File: src/rtl/audio_pkg.sv
// Shared constants and types for the audio output chain.
// No logic; imported by the PWM output stage and its sample FIFO.
package audio_pkg;

    localparam int BIT_DEPTH_DEFAULT  = 8;
    localparam int FIFO_DEPTH_DEFAULT = 4;
    localparam int UNDERRUN_CNT_W     = 16;

    typedef enum logic {
        PRIME = 1'b0,
        RUN   = 1'b1
    } pwm_state_t;

endpackage

File: src/rtl/audio_pwm_out_if.sv
// Sample handshake from the noise filter into the PWM output stage.
// Transfer happens on a clock where sample_valid && sample_ready.
interface audio_pwm_out_if
    import audio_pkg::*;
#(
    parameter int bit_depth = BIT_DEPTH_DEFAULT
) ();

    logic [bit_depth-1:0] sample_in;
    logic                 sample_valid;
    logic                 sample_ready;

    modport master (
        output sample_in,
        output sample_valid,
        input  sample_ready
    );

    modport slave (
        input  sample_in,
        input  sample_valid,
        output sample_ready
    );

endinterface

File: src/rtl/audio_sample_fifo.sv
// Sample FIFO: registered push, head visible combinationally, pop/push same cycle keeps level.
// Pushes while full and pops while empty are ignored; level is tracked explicitly.
module audio_sample_fifo
    import audio_pkg::*;
#(
    parameter int bit_depth  = BIT_DEPTH_DEFAULT,
    parameter int fifo_depth = FIFO_DEPTH_DEFAULT,
    localparam int LVL_W     = $clog2(fifo_depth) + 1,
    localparam int PTR_W     = (fifo_depth > 1) ? $clog2(fifo_depth) : 1
) (
    input  logic                 clk,
    input  logic                 reset,
    input  logic                 i_push,
    input  logic [bit_depth-1:0] i_push_dat,
    input  logic                 i_pop,
    output logic [bit_depth-1:0] o_pop_dat,
    output logic                 o_full,
    output logic                 o_empty,
    output logic [LVL_W-1:0]     o_level
);

    logic [bit_depth-1:0] r_mem [fifo_depth];
    logic [PTR_W-1:0]     r_wr_ptr;
    logic [PTR_W-1:0]     r_rd_ptr;
    logic [LVL_W-1:0]     r_level;
    logic                 w_push;
    logic                 w_pop;

    assign o_full    = (r_level == LVL_W'(fifo_depth));
    assign o_empty   = (r_level == '0);
    assign o_level   = r_level;
    assign o_pop_dat = r_mem[r_rd_ptr];

    assign w_push = i_push && !o_full;
    assign w_pop  = i_pop && !o_empty;

    // Depth is a power of two, so natural pointer overflow is the modulo wrap.
    always_ff @(posedge clk) begin
        if (reset) begin
            r_wr_ptr <= '0;
            r_rd_ptr <= '0;
            r_level  <= '0;
        end else begin
            if (w_push) begin
                r_wr_ptr <= r_wr_ptr + PTR_W'(1);
            end
            if (w_pop) begin
                r_rd_ptr <= r_rd_ptr + PTR_W'(1);
            end
            case ({w_push, w_pop})
                2'b10:   r_level <= r_level + LVL_W'(1);
                2'b01:   r_level <= r_level - LVL_W'(1);
                default: r_level <= r_level;
            endcase
        end
    end

    always_ff @(posedge clk) begin
        if (w_push) begin
            r_mem[r_wr_ptr] <= i_push_dat;
        end
    end

endmodule

File: src/rtl/audio_pwm_out.sv
// PWM audio output: buffers samples, plays one per 2^bit_depth-clock period, pwm_out lags cnt by 1 clock.
// sample_ready drops only when the FIFO is full; AUDIO_PWM_UNDERRUN_CNT_EN adds a saturating underrun_count.
module audio_pwm_out
    import audio_pkg::*;
#(
    parameter int bit_depth  = BIT_DEPTH_DEFAULT,
    parameter int fifo_depth = FIFO_DEPTH_DEFAULT,
    localparam int LVL_W     = $clog2(fifo_depth) + 1
) (
    input  logic                      clk,
    input  logic                      reset,
    audio_pwm_out_if.slave            s_if,
    output logic                      pwm_out,
    output logic [LVL_W-1:0]          fifo_level,
    output logic                      underrun
`ifdef AUDIO_PWM_UNDERRUN_CNT_EN
    ,
    output logic [UNDERRUN_CNT_W-1:0] underrun_count
`endif
);

    pwm_state_t           r_state;
    pwm_state_t           w_state_nxt;
    logic [bit_depth-1:0] r_cnt;
    logic [bit_depth-1:0] r_duty;
    logic                 r_pwm;
    logic                 r_underrun;

    logic [bit_depth-1:0] w_head;
    logic                 w_full;
    logic                 w_empty;
    logic [LVL_W-1:0]     w_level;
    logic                 w_prime_ok;
    logic                 w_cnt_max;
    logic                 w_pop;
    logic                 w_cnt_en;
    logic                 w_underrun_hit;

    audio_sample_fifo #(
        .bit_depth  (bit_depth),
        .fifo_depth (fifo_depth)
    ) u_fifo (
        .clk        (clk),
        .reset      (reset),
        .i_push     (s_if.sample_valid),
        .i_push_dat (s_if.sample_in),
        .i_pop      (w_pop),
        .o_pop_dat  (w_head),
        .o_full     (w_full),
        .o_empty    (w_empty),
        .o_level    (w_level)
    );

    assign s_if.sample_ready = !w_full;
    assign fifo_level        = w_level;
    assign pwm_out           = r_pwm;
    assign underrun          = r_underrun;

    assign w_prime_ok = (w_level >= LVL_W'(fifo_depth / 2));
    assign w_cnt_max  = (r_cnt == '1);

    always_ff @(posedge clk) begin
        if (reset) begin
            r_state <= PRIME;
        end else begin
            r_state <= w_state_nxt;
        end
    end

    // PRIME is left once half the FIFO is buffered; RUN is only left by reset.
    always_comb begin
        w_state_nxt = r_state;
        case (r_state)
            PRIME:   if (w_prime_ok) w_state_nxt = RUN;
            RUN:     w_state_nxt = RUN;
            default: w_state_nxt = PRIME;
        endcase
    end

    always_comb begin
        w_pop          = 1'b0;
        w_cnt_en       = 1'b0;
        w_underrun_hit = 1'b0;
        case (r_state)
            PRIME: begin
                w_pop = w_prime_ok;
            end
            RUN: begin
                w_cnt_en = 1'b1;
                if (w_cnt_max) begin
                    w_pop          = !w_empty;
                    w_underrun_hit = w_empty;
                end
            end
            default: begin
                w_pop = 1'b0;
            end
        endcase
    end

    // Duty only changes at a period boundary, so each period plays a single sample cleanly.
    always_ff @(posedge clk) begin
        if (reset) begin
            r_cnt      <= '0;
            r_duty     <= '0;
            r_pwm      <= 1'b0;
            r_underrun <= 1'b0;
        end else begin
            r_cnt      <= w_cnt_en ? r_cnt + bit_depth'(1) : '0;
            r_pwm      <= (r_state == RUN) && (r_cnt < r_duty);
            r_underrun <= w_underrun_hit;
            if (w_pop) begin
                r_duty <= w_head;
            end
        end
    end

`ifdef AUDIO_PWM_UNDERRUN_CNT_EN
    logic [UNDERRUN_CNT_W-1:0] r_underrun_cnt;

    always_ff @(posedge clk) begin
        if (reset) begin
            r_underrun_cnt <= '0;
        end else if (w_underrun_hit && (r_underrun_cnt != '1)) begin
            r_underrun_cnt <= r_underrun_cnt + UNDERRUN_CNT_W'(1);
        end
    end

    assign underrun_count = r_underrun_cnt;
`endif

endmodule

File: src/flat_wrapper.sv
// flat-port wrapper written by rule: the top's interface ports become plain ports
module audio_pwm_out_flat import audio_pkg::*;
#(
    parameter int bit_depth  = BIT_DEPTH_DEFAULT,
    parameter int fifo_depth = FIFO_DEPTH_DEFAULT,
    localparam int LVL_W     = $clog2(fifo_depth) + 1
)
  (clk, reset, pwm_out, fifo_level, underrun, s_if_sample_in, s_if_sample_valid, s_if_sample_ready);
  audio_pwm_out_if #(.bit_depth(bit_depth)) s_if_i ();
  input  logic clk;
  input  logic reset;
  output logic pwm_out;
  output logic [LVL_W-1:0] fifo_level;
  output logic underrun;
  input wire logic [$bits(s_if_i.sample_in)-1:0] s_if_sample_in;
  input wire logic [$bits(s_if_i.sample_valid)-1:0] s_if_sample_valid;
  output wire logic [$bits(s_if_i.sample_ready)-1:0] s_if_sample_ready;
  assign s_if_i.sample_in = s_if_sample_in;
  assign s_if_i.sample_valid = s_if_sample_valid;
  assign s_if_sample_ready = s_if_i.sample_ready;
  audio_pwm_out #(.bit_depth(bit_depth), .fifo_depth(fifo_depth)) u_core (.clk(clk), .reset(reset), .s_if(s_if_i), .pwm_out(pwm_out), .fifo_level(fifo_level), .underrun(underrun));
endmodule
File: config.mk
export PLATFORM = sky130hd
export DESIGN_NAME = audio_pwm_out_flat
export DESIGN_NICKNAME = d
export VERILOG_FILES = /design/src/rtl/audio_pkg.sv /design/src/rtl/audio_pwm_out_if.sv /design/src/rtl/audio_sample_fifo.sv /design/src/rtl/audio_pwm_out.sv /design/src/flat_wrapper.sv
export SDC_FILE = /design/constraint.sdc
export NUM_CORES = 1
export LEC_CHECK = 0
export CAP_MARGIN = 25
export CORE_UTILIZATION = 48
export CTS_BUF_LIST = sky130_fd_sc_hd__clkbuf_2
export CTS_CLUSTER_DIAMETER = 100
export DETAILED_ROUTE_END_ITERATION = 10
export GPL_TIMING_DRIVEN = 0
export HOLD_SLACK_MARGIN = 0.12
export PLACE_DENSITY = 0.68
export SKIP_LAST_GASP = 1
export SYNTH_ARGS = -nofsm -noshare
export SYNTH_HDL_FRONTEND = slang
export SYNTH_SLANG_ARGS = --single-unit
File: constraint.sdc
create_clock -name clk -period 4.4 [get_ports clk]
set_input_delay 0.66 -clock clk [delete_from_list [all_inputs] [get_ports clk]]
set_output_delay 0.66 -clock clk [all_outputs]
set_load 0.1 [all_outputs]
==> results.cfg <==
[worst_setup_path]
startpoint_kind_of_the_worst_setup_timing_path = register
cp_max_fo = 8
critical_path_arrival_ns = 2.44
reg2reg_slack_ns = 1.60
critical_path_buf_inv_count = 1
crit_chain = or3b_1 > clkdlybuf4s50_1
critical_path.max_stage_delay_ns = 1.01
critPathSlowestCell = sky130_fd_sc_hd__clkdlybuf4s50_1
critical_path_class = register to primary output
family_of_cells_with_the_greatest_summed_delay_on_the_critical_path = buffers and inverters
endpoint_kind = primary output
worst_path_required_ns = 3.74
reg2reg_depth = 11
timing.rr.end = u_core.u_fifo.o_level[2]
r2r-start = u_core.r_cnt[0]

[detailed_routing]
dr.first_iter.drc_count = 119
vias_per_cell = 5.495
drc = 0
detail_route.first_pass.iterations = 4
final_wirelength_um = 4549
routed-via-count = 1610
post_drt_wl_per_cell_um = 15.53
ant_nets = 0

[placement]
dpl_worst_slack_ns = 1.612
place.detailed.hpwl_um = 3210
count_of_buffers_from_port_buffering = 15
dpl.cell_count = 277
gpl.final_weighted_congestion = 0.7541

[clock_network]
cells_resized_by_post_cts_repair = 0
clk_pin_slew_ns = 0.18
post_cts_buffers = 0
cts-buffers-inserted = 9
h_tree_depth = 3
tritoncts = built
cts_max_path_buffers = 2
clock_insertion_delay_worst_skew_ns = 0.48
cts_num_sinks = 58
cts_root_buf = sky130_fd_sc_hd__clkbuf_2
cts_hold_buffers = 0

[logic_synthesis]
synthXorXnorAreaFrac_pct = 3.201
yosys_warnings = 0
synth-main-ff-cell = sky130_fd_sc_hd__edfxtp_1
synth_edf_count = 32
largest_family_of_logic_cells_by_synthesized_area = simple AND/OR/NAND/NOR gates
yosysSeqAreaShare_pct = 60.16
postSynthNetCount = 220
syn-instance-count = 195
synth.lib_cells_used.distinct = 30
adder_cell_share_of_the_synthesized_area_pct = 7.419
ys_top_cells_by_count = sky130_fd_sc_hd__edfxtp_1, sky130_fd_sc_hd__dfxtp_1, sky130_fd_sc_hd__inv_1, sky130_fd_sc_hd__nor2_1
synth_top_area_cell = sky130_fd_sc_hd__edfxtp_1
synth_compound_area_share_pct = 8.181
syn-cell-area_sq_mm = 0.002462
synthArstFlopShare_pct = 0
syn_avg_cell_area_sq_um = 12.63
flop_and_latch_count_out_of_synthesis = 58
synthSimpleGateAreaFrac_pct = 10.11
yosys-top-cells-area = sky130_fd_sc_hd__edfxtp_1, sky130_fd_sc_hd__dfxtp_1, sky130_fd_sc_hd__mux4_2
post-synth-top-count-cell = sky130_fd_sc_hd__edfxtp_1
muxShareOfSynthArea_pct = 7.317
yosys.area.top_type_share_pct = 39.02

[die]
overall_die_width_um = 73.63
row_count = 25
core_area_sq_mm = 0.004817
io_pins = 17
floorplan.initialDensity_pct = 51.12
dieHeight_um = 73.63
die_area_sq_mm = 0.005421

[grt]
grtUsageTotal_pct = 19.64
grt_use_met2_pct = 33.74
first_global_vias = 1602
initial_antenna_violation_count = 0
groute.layer.met3.usage_pct = 4.938
global_route_wire_length_before_repair_um = 7576
busiest_layer = met2
grt_start_max_net_pins = 13
globalRouteOverflowTotal = 0
met1_routing_resource_usage_after_global_routing_pct = 22.57

[sta]
worst_slew_pin_tran_ns = 0.9769
final_worst_path_period_share_pct = 70.38
setup-tns-final_ns = 0
finalMaxSlewViolations = 0
fin_crit_ns = 3.097
max_slew_margin_pct = 34.67
grt_setup_unrepaired = no
fin_skew_ns = 0.01244
finalSetupViolCount = 0
worst_case_setup_margin_in_the_final_layout_ns = 1.303
final_hold_viol_count = 0
fin_hold_ws_ns = 0.5004
max_freq_mhz = 322.9

[min_path]
hp-start = u_core.r_duty[2]
whs_endpoint = u_core.r_duty[2]
number_of_stages_on_the_worst_hold_path = 2
hold_crit_path_type = register to register

[pwr]
static-leakage-power_nw = 0.9933
total_switching_power_w = 0.0006096
switching_fraction_pct = 36.87
peakVddDrop_v = 0.0002685
sequentialPowerShare_pct = 43.6
power.density_cell_area_mw_per_mm2 = 581.6
clock_power_share_pct = 24.9
internal_power_w = 0.001044
power.total_w = 0.001653
comb_power_share_pct = 31.5

[final_layout]
final.fill_count = 396
final_cell_count_no_fill = 293
antenna_cells_inserted = 0
finish.net_count = 246
layout_cell_share_with_drive_strength_beyond_1_pct = 11.50
areaGrowthSynthToFinish_pct = 15.45

[job]
drv.max_cap_violation_count = 0

[status]
status = complete, no violations
==> power by group through the flow <==
stage	logic, W	registers (W)	clock network (W)
floorplan	0.000316	0.000799	0
global placement	0.000494	0.000724	0
detailed placement	0.000520	0.000733	0
CTS	0.000523	0.000721	0.000413
global route	0.000577	0.000731	0.000438
finish	0.000521	0.000721	0.000411
==> layout by cell type (no fill, tap or decap), types with 3 or more instances in the layout <==
cell	synthesis	final
sky130_fd_sc_hd__nand3_1	13	13
sky130_fd_sc_hd__inv_1	15	15
sky130_fd_sc_hd__o21ai_0	11	11
sky130_fd_sc_hd__clkdlybuf4s50_1	0	15
sky130_fd_sc_hd__and3_1	5	5
sky130_fd_sc_hd__clkbuf_2	0	9
sky130_fd_sc_hd__nand2_1	3	3
sky130_fd_sc_hd__a21oi_1	13	13
sky130_fd_sc_hd__mux4_2	8	8
sky130_fd_sc_hd__xor2_1	7	7
sky130_fd_sc_hd__clkbuf_1	6	6
sky130_fd_sc_hd__dfxtp_1	26	26
sky130_fd_sc_hd__nor2_1	14	14
sky130_fd_sc_hd__a211oi_1	3	3
sky130_fd_sc_hd__a21o_1	3	3
sky130_fd_sc_hd__ha_1	13	13
sky130_fd_sc_hd__edfxtp_1	32	32
==> worst min-delay path, delay by kind of cell (launching register included) <==
family          cells  cell delay, ns
compound gates      2            0.13
flops               1            0.35
==> cells by family after synthesis <==
logic type                 after synthesis
muxes                                    8
and+or+nand+nor                         48
adders and majority gates               14
DFF                                     58
AOI/OAI and AO/OA                       35
buffers and inverters                   23
xor gates and xnor gates                 9
==> layer usage <==
metal / part of all wire [%] / routed length, um
met2: 52 / 2370
met4: 1.5 / 69
met1: 42 / 1918
met3: 4.2 / 190
met5: 0 / 0
==> layout make-up <==
class                   count  area (sq um)  area share (%)
inverters                  15         56.30           1.981
well taps                  67         83.83           2.949
flip-flops and latches     58          1481           52.11
multi-input cells         114         892.1           31.38
repair buffers             15         150.1           5.282
clock buffers               9         45.04           1.585
clock inverters             7         101.3           3.565
plain buffers               8         32.53           1.144
==> stage by stage <==
step | utilization, % | area [sq um]
6_report | 59.01 | 2843
5_1_grt | 59.01 | 2843
4_1_cts | 59.01 | 2843
3_5_place_dp | 55.97 | 2696
3_3_place_gp | 55.97 | 2696
2_1_floorplan | - | 2462
==> worst max-delay path by stage <==
stage                        startpoint                        to  slack [ns]  cells past startpoint
3_5_place_dp            u_core.r_cnt[0]  u_core.u_fifo.o_level[2]        1.61                     11
4_1_cts        u_core.u_fifo.o_level[2]         s_if_sample_ready        1.30                      2
2_1_floorplan  u_core.u_fifo.o_level[2]  u_core.u_fifo.o_level[2]        0.87                      9
5_1_grt        u_core.u_fifo.o_level[1]         s_if_sample_ready        1.18                      2
6_report       u_core.u_fifo.o_level[2]         s_if_sample_ready        1.30                      2
3_3_place_gp            u_core.r_cnt[0]  u_core.u_fifo.o_level[2]        1.78                     11
==> flip-flops by register name, indices dropped and copies added (netlist names) <==
name,cells
u_core.u_fifo.r_mem,32
u_core.r_cnt,8
u_core.r_duty,8
u_core.u_fifo.o_level,3
u_core.u_fifo.r_rd_ptr,2
u_core.u_fifo.r_wr_ptr,2
u_core.pwm_out,1
u_core.r_state,1
u_core.underrun,1
No activity file was read; power rests on OpenSTA's default activity.
